--- config.mk ---
export PLATFORM = sky130hd
export DESIGN_NAME = operand_fetch_scoreboard
export DESIGN_NICKNAME = d
export VERILOG_FILES = /design/src/rtl/operand_fetch_scoreboard.sv
export SDC_FILE = /design/constraint.sdc
export NUM_CORES = 2
export LEC_CHECK = 0
export BUFFER_PORTS_ARGS = -buffer_cell sky130_fd_sc_hd__buf_2
export CAP_MARGIN = 0
export CORE_AREA = 2 2 430 432
export CTS_CLUSTER_SIZE = 24
export DETAILED_ROUTE_END_ITERATION = 12
export DIE_AREA = 0 0 432 434
export PLACE_DENSITY = 0.58
export SLEW_MARGIN = 20
export SYNTH_ARGS = -nofsm -noshare
export SYNTH_HDL_FRONTEND = slang
export SYNTH_SLANG_ARGS = --single-unit
--- constraint.sdc ---
create_clock -name clk -period 4.8 [get_ports clk]
set_clock_uncertainty 0.2 [all_clocks]
set_input_delay 1.2 -clock clk [delete_from_list [all_inputs] [get_ports clk]]
set_output_delay 1.2 -clock clk [all_outputs]
set_load 0.01 [all_outputs]
--- src/rtl/operand_fetch_scoreboard.sv ---
// operand_fetch_scoreboard
//   Issue stage between decode and execute. Holds the architectural register
//   file and a one-bit-per-register busy scoreboard. It stalls an instruction
//   while any of its sources or destinations is busy. It reads operands with
//   forwarding from the writeback port. Accepted instructions land in a
//   one-entry output register that execute drains with a valid/ready handshake.
module operand_fetch_scoreboard #(
  parameter int                 NREGS    = 16,
  parameter int                 DATA_W   = 64,
  parameter int                 RIP_W    = 32,
  parameter int                 SP_INDEX = 4,
  parameter logic [DATA_W-1:0]  SP_RESET = 64'h0
) (
  input  logic                clk,
  input  logic                reset_n,
  // decode side
  input  logic                issueValidIn,
  output logic                issueReadyOut,
  input  logic [RIP_W-1:0]    ripIn,
  input  logic [3:0]          src1In,
  input  logic [3:0]          src2In,
  input  logic                src1ValidIn,
  input  logic                src2ValidIn,
  input  logic [3:0]          destIn,
  input  logic [3:0]          destSpecialIn,
  input  logic                destSpecialValidIn,
  // writeback side
  input  logic                wbValidIn,
  input  logic [3:0]          wbDestIn,
  input  logic [DATA_W-1:0]   wbResultIn,
  input  logic [3:0]          wbDestSpecialIn,
  input  logic                wbDestSpecialValidIn,
  input  logic [DATA_W-1:0]   wbResultSpecialIn,
  // execute side
  output logic                exValidOut,
  input  logic                exReadyIn,
  output logic [RIP_W-1:0]    ripOut,
  output logic [3:0]          src1Out,
  output logic [3:0]          src2Out,
  output logic                src1ValidOut,
  output logic                src2ValidOut,
  output logic [3:0]          destOut,
  output logic [3:0]          destSpecialOut,
  output logic                destSpecialValidOut,
  output logic [DATA_W-1:0]   operand1Out,
  output logic [DATA_W-1:0]   operand2Out,
  // status
  output logic [NREGS-1:0]    busyMapOut,
  output logic [31:0]         stallCountOut
);

  localparam logic [31:0] STALL_MAX = 32'hFFFF_FFFF;

  logic [DATA_W-1:0] regFile [NREGS];

  logic [NREGS-1:0]  wbClr;
  logic [NREGS-1:0]  busyEff;
  logic [NREGS-1:0]  setMask;
  logic              hazard;
  logic              accept;
  logic [DATA_W-1:0] operand1Next;
  logic [DATA_W-1:0] operand2Next;

  // One-hot decode of a register index.
  function automatic logic [NREGS-1:0] oneHot(input logic [3:0] idx);
    logic [NREGS-1:0] v;
    v = {NREGS{1'b0}};
    v[idx] = 1'b1;
    return v;
  endfunction

  // Operand read. A retiring primary result beats a retiring special result,
  // which beats the stored value. An unused source reads as zero.
  function automatic logic [DATA_W-1:0] readOperand(
    input logic              used,
    input logic [3:0]        idx,
    input logic [DATA_W-1:0] rfVal,
    input logic              wbValid,
    input logic [3:0]        wbDest,
    input logic [DATA_W-1:0] wbVal,
    input logic              wbSpecValid,
    input logic [3:0]        wbSpecDest,
    input logic [DATA_W-1:0] wbSpecVal
  );
    logic [DATA_W-1:0] r;
    if (!used) begin
      r = {DATA_W{1'b0}};
    end else if (wbValid && (wbDest == idx)) begin
      r = wbVal;
    end else if (wbValid && wbSpecValid && (wbSpecDest == idx)) begin
      r = wbSpecVal;
    end else begin
      r = rfVal;
    end
    return r;
  endfunction

  // Scoreboard view with this cycle's writeback already retired.
  // Hazard detection and issue handshake are built on that view.
  always_comb begin
    wbClr   = {NREGS{1'b0}};
    setMask = {NREGS{1'b0}};
    if (wbValidIn) begin
      wbClr = oneHot(wbDestIn);
      if (wbDestSpecialValidIn) begin
        wbClr = wbClr | oneHot(wbDestSpecialIn);
      end else begin
        wbClr = wbClr;
      end
    end else begin
      wbClr = {NREGS{1'b0}};
    end
    busyEff = busyMapOut & ~wbClr;
    // A busy destination also stalls: one busy bit cannot track two writers.
    hazard  = (src1ValidIn & busyEff[src1In])
            | (src2ValidIn & busyEff[src2In])
            | busyEff[destIn]
            | (destSpecialValidIn & busyEff[destSpecialIn]);
    issueReadyOut = (!exValidOut || exReadyIn) && !hazard;
    accept        = issueValidIn && issueReadyOut;
    if (accept) begin
      setMask = oneHot(destIn);
      if (destSpecialValidIn) begin
        setMask = setMask | oneHot(destSpecialIn);
      end else begin
        setMask = setMask;
      end
    end else begin
      setMask = {NREGS{1'b0}};
    end
  end

  // Source operand values, including same-cycle writeback forwarding.
  always_comb begin
    operand1Next = readOperand(src1ValidIn, src1In, regFile[src1In], wbValidIn, wbDestIn,
                               wbResultIn, wbDestSpecialValidIn, wbDestSpecialIn, wbResultSpecialIn);
    operand2Next = readOperand(src2ValidIn, src2In, regFile[src2In], wbValidIn, wbDestIn,
                               wbResultIn, wbDestSpecialValidIn, wbDestSpecialIn, wbResultSpecialIn);
  end

  // Register file. The special write is issued first, so a primary write to
  // the same index overrides it.
  always_ff @(posedge clk or negedge reset_n) begin
    if (!reset_n) begin
      for (int i = 0; i < NREGS; i++) begin
        regFile[i] <= (i == SP_INDEX) ? SP_RESET : {DATA_W{1'b0}};
      end
    end else if (wbValidIn) begin
      if (wbDestSpecialValidIn) begin
        regFile[wbDestSpecialIn] <= wbResultSpecialIn;
      end
      regFile[wbDestIn] <= wbResultIn;
    end
  end

  // Busy bitmap. A new issue sets its bits after the retiring writeback has
  // cleared its bits, so the set wins on a shared index.
  always_ff @(posedge clk or negedge reset_n) begin
    if (!reset_n) begin
      busyMapOut <= {NREGS{1'b0}};
    end else begin
      busyMapOut <= (busyMapOut & ~wbClr) | setMask;
    end
  end

  // One-entry output register toward execute. The payload is held while
  // execute stalls.
  always_ff @(posedge clk or negedge reset_n) begin
    if (!reset_n) begin
      exValidOut          <= 1'b0;
      ripOut              <= {RIP_W{1'b0}};
      src1Out             <= 4'd0;
      src2Out             <= 4'd0;
      src1ValidOut        <= 1'b0;
      src2ValidOut        <= 1'b0;
      destOut             <= 4'd0;
      destSpecialOut      <= 4'd0;
      destSpecialValidOut <= 1'b0;
      operand1Out         <= {DATA_W{1'b0}};
      operand2Out         <= {DATA_W{1'b0}};
    end else if (accept) begin
      exValidOut          <= 1'b1;
      ripOut              <= ripIn;
      src1Out             <= src1In;
      src2Out             <= src2In;
      src1ValidOut        <= src1ValidIn;
      src2ValidOut        <= src2ValidIn;
      destOut             <= destIn;
      destSpecialOut      <= destSpecialIn;
      destSpecialValidOut <= destSpecialValidIn;
      operand1Out         <= operand1Next;
      operand2Out         <= operand2Next;
    end else if (exReadyIn) begin
      exValidOut          <= 1'b0;
    end
  end

  // Saturating count of cycles in which decode was held off.
  always_ff @(posedge clk or negedge reset_n) begin
    if (!reset_n) begin
      stallCountOut <= 32'd0;
    end else if (issueValidIn && !issueReadyOut && (stallCountOut != STALL_MAX)) begin
      stallCountOut <= stallCountOut + 32'd1;
    end
  end

endmodule

==> flow_metrics.tcl <==
set metrics [dict create \
    routedWlPerCell_um 34.42 \
    synthToLayoutAreaGrowth_pct 13.99 \
    pin_count 422 \
    grt_util_all_layers 0.3401 \
    grt_pass1_vias 65630 \
    p_total_mw 38.41 \
    path_max_fanout 6 \
    fin_cells 9435 \
    gp_congestion 0.9348 \
    hpwlAfterDp_mm 173.6 \
    layout_min_cycle_time_ns 4.731 \
    fin_area_um2 83050 \
    hold_viol_final 0 \
    dr_total_vias 66360 \
    synth_edf_count 0 \
    drt_iter0_markers 10450 \
    die_area_um2 187500 \
    cts-root-buf "clkbuf_16" \
    ys_warn_count 0 \
    cts_htree_levels 4 \
    ant_nets 0 \
    yosysMostFrequentCell "dfrtp_1" \
    numCtsBuffers 146 \
    start_util 0.3992 \
    synth_top_area_share 0.4300 \
    ys_ff_latch 1252 \
    setup_viol_count_final 0 \
    holdWs_ns 0.1406 \
    synth_cell_types 73 \
    cp-end-kind "primary output" \
    async_flop_share 1.000 \
    die_w_um 432 \
    chipHeight_um 434 \
    slew_violations 0 \
    hp-class "in -> async" \
    drc 0 \
    drive_gt1_frac 0.2450 \
    max_freq_mhz 211.4 \
    p_leak_nw 33.41 \
    r2r-end "stallCountOut[1]" \
    via_per_inst 7.034 \
    post_dp_cell_area_um2 78070 \
    peakVddDrop_mv 0.4081 \
    criticalPathCategory "in -> out" \
    firstDrtPassIters 6 \
    wirelength_mm 324.8 \
    insertion_delay_ns 0.83 \
    syn_nets 7187 \
    pwr_density_cell_nw_per_um2 462.5 \
    postSynthAreaPerCell_um2 10.42 \
    ctsHoldBuffers 0 \
    critPathLaunchType "input port" \
    timing.final.crit_share 0.9856 \
    antenna_found_initial 45 \
    grt_overflow 0 \
    path_clk_slew_ns 0.06 \
    r2r_cells 9 \
    setup_slack_ns 0.06934 \
    cts_num_sinks 1252 \
    relSlewSlack 0.1579 \
    reg2reg_from "stallCountOut[7]" \
    regArea_um2 31330 \
    core_area_um2 182500 \
    critPathRequiredTime_ns 3.40 \
    ff2ff_setup_slack_ns 0.99 \
    worstMarginPinSlew_ns 1.263 \
    tritoncts "built" \
    yosysSeqAreaShare 0.4300 \
    max-cap-violations 0 \
    cp.arrival_ns 3.33 \
    syn_inst 6993 \
    core.rowCount 157 \
    synthFlopType "dfrtp_1" \
    grt_pass1_wl_mm 468.3 \
    numPlacedInstances 9150 \
    grt_max_degree 200 \
    multi_input_area_um2 37790 \
    status "complete, no violations" \
    layout.nets 7112 \
    synth_area_um2 72860 \
    port_buffers 421 \
    synth.area.top_cells "dfrtp_1 43%, mux4_2 20%, o22ai_1 7.3%" \
    num-fill-cells 16870 \
    synth_top_cell_by_area "dfrtp_1" \
    synthTopCellsByCount "1,252 x dfrtp_1, 859 x nor2_1, 845 x o22ai_1" \
    place_ws_ns -0.3245 \
    clockBufferDepth 3 \
]
metal layers:
metal | vias up | wire length, um | global-route usage
li1 | 26120 | - | -
met1 | 33680 | 116500 | 0.4343
met2 | 5220 | 145200 | 0.5121
met3 | 1330 | 39640 | 0.09184
met4 | 10 | 23360 | 0.2162
met5 | - | 54 | 0.001041
placed cells by master (no fill, tap or decap), types with 8 or more instances in the layout:
cell	n
dfrtp_1	1252
nor2_1	858
a21oi_1	838
o22ai_1	833
mux4_2	642
buf_2	404
nand2_1	349
mux2i_1	261
buf_4	217
o21ai_0	208
a22oi_1	205
clkbuf_16	149
inv_1	143
o211ai_1	131
buf_12	92
mux2_2	52
xor2_1	35
diode_2	30
clkbuf_1	28
clkbuf_8	28
clkinv_2	27
nand3_1	22
nor3_1	20
nand3_4	17
nor2b_1	13
o22ai_4	12
xnor2_1	12
nor4_1	11
nand2b_1	9
nand3b_1	9
o221ai_2	8
how the worst max path moves through the flow:
stage / from / end
CTS: wbDestSpecialIn[0] / issueReadyOut
global route: wbDestIn[0] / issueReadyOut
global placement: wbDestIn[2] / operand2Out[34]
finish: wbDestSpecialIn[0] / issueReadyOut
floorplan: wbDestIn[0] / issueReadyOut
detailed placement: wbDestIn[2] / operand1Out[45]
report_power, final:
group / leakage, nW / internal, mW / total (mW) / switching [mW]
registers: 14.6 / 13.6 / 16.0 / 2.35
logic: 16.5 / 5.49 / 11.1 / 5.64
clock network: 2.33 / 6.45 / 11.3 / 4.86
worst max-delay path, cell delays in order:
cell	delay (ns)
buf_2	0.16
buf_4	0.17
nand2b_2	0.25
nor2_1	0.17
mux2i_1	0.10
o311a_1	0.32
a221oi_2	0.28
buf_4	0.16
o32ai_2	0.06
buf_4	0.16
nor2_4	0.14
buf_2	0.15
area by class of cell:
class | count | area share
clock buffer | 205 | 0.05080
antenna | 30 | 0.0009039
timing repair buffer | 723 | 0.06772
sequential | 1252 | 0.3772
tap | 2385 | 0.03593
clock inverter | 45 | 0.005740
inverter | 145 | 0.006704
multi-input combinational | 4650 | 0.4550
per-stage QoR:
step                setup TNS (ns)  utilization
finish                           0       0.4551
detailed placement          -38.56       0.4278
CTS                              0       0.4540
global route              -0.01528       0.4550
floorplan                        0            -
global placement            -25.04       0.4278
repair_timing:
action | CTS | global route
setup endpoints to repair | 1 | 1
gates resized for setup | 13 | 20
setup buffers | 2 | 3
pin swaps | 2 | 9
registers in the layout (all words and copies together) (netlist names), 16 cells and up:
signal	count
stallCountOut	32
regFile	1024
ripOut	32
busyMapOut	16
operand2Out	64
operand1Out	64
logic make-up (layout without fill, tap and decap cells):
| family | count (synthesis) | in the layout | synth area share |
|---|---|---|---|
| AO/OA/AOI/OAI | 2279 | 2279 | 0.1857 |
| AND/OR/NAND/NOR | 1367 | 1367 | 0.07589 |
| flip-flops | 1252 | 1252 | 0.4300 |
| buffers and inverters | 1091 | 1118 | 0.06002 |
| multiplexers | 956 | 956 | 0.2425 |
| XOR/XNOR | 47 | 47 | 0.005650 |
| adder cells (fa/ha/maj) | 1 | 1 | 0.0001717 |
| other | 0 | 30 | 0 |
No activity file was read; power rests on OpenSTA's default activity.
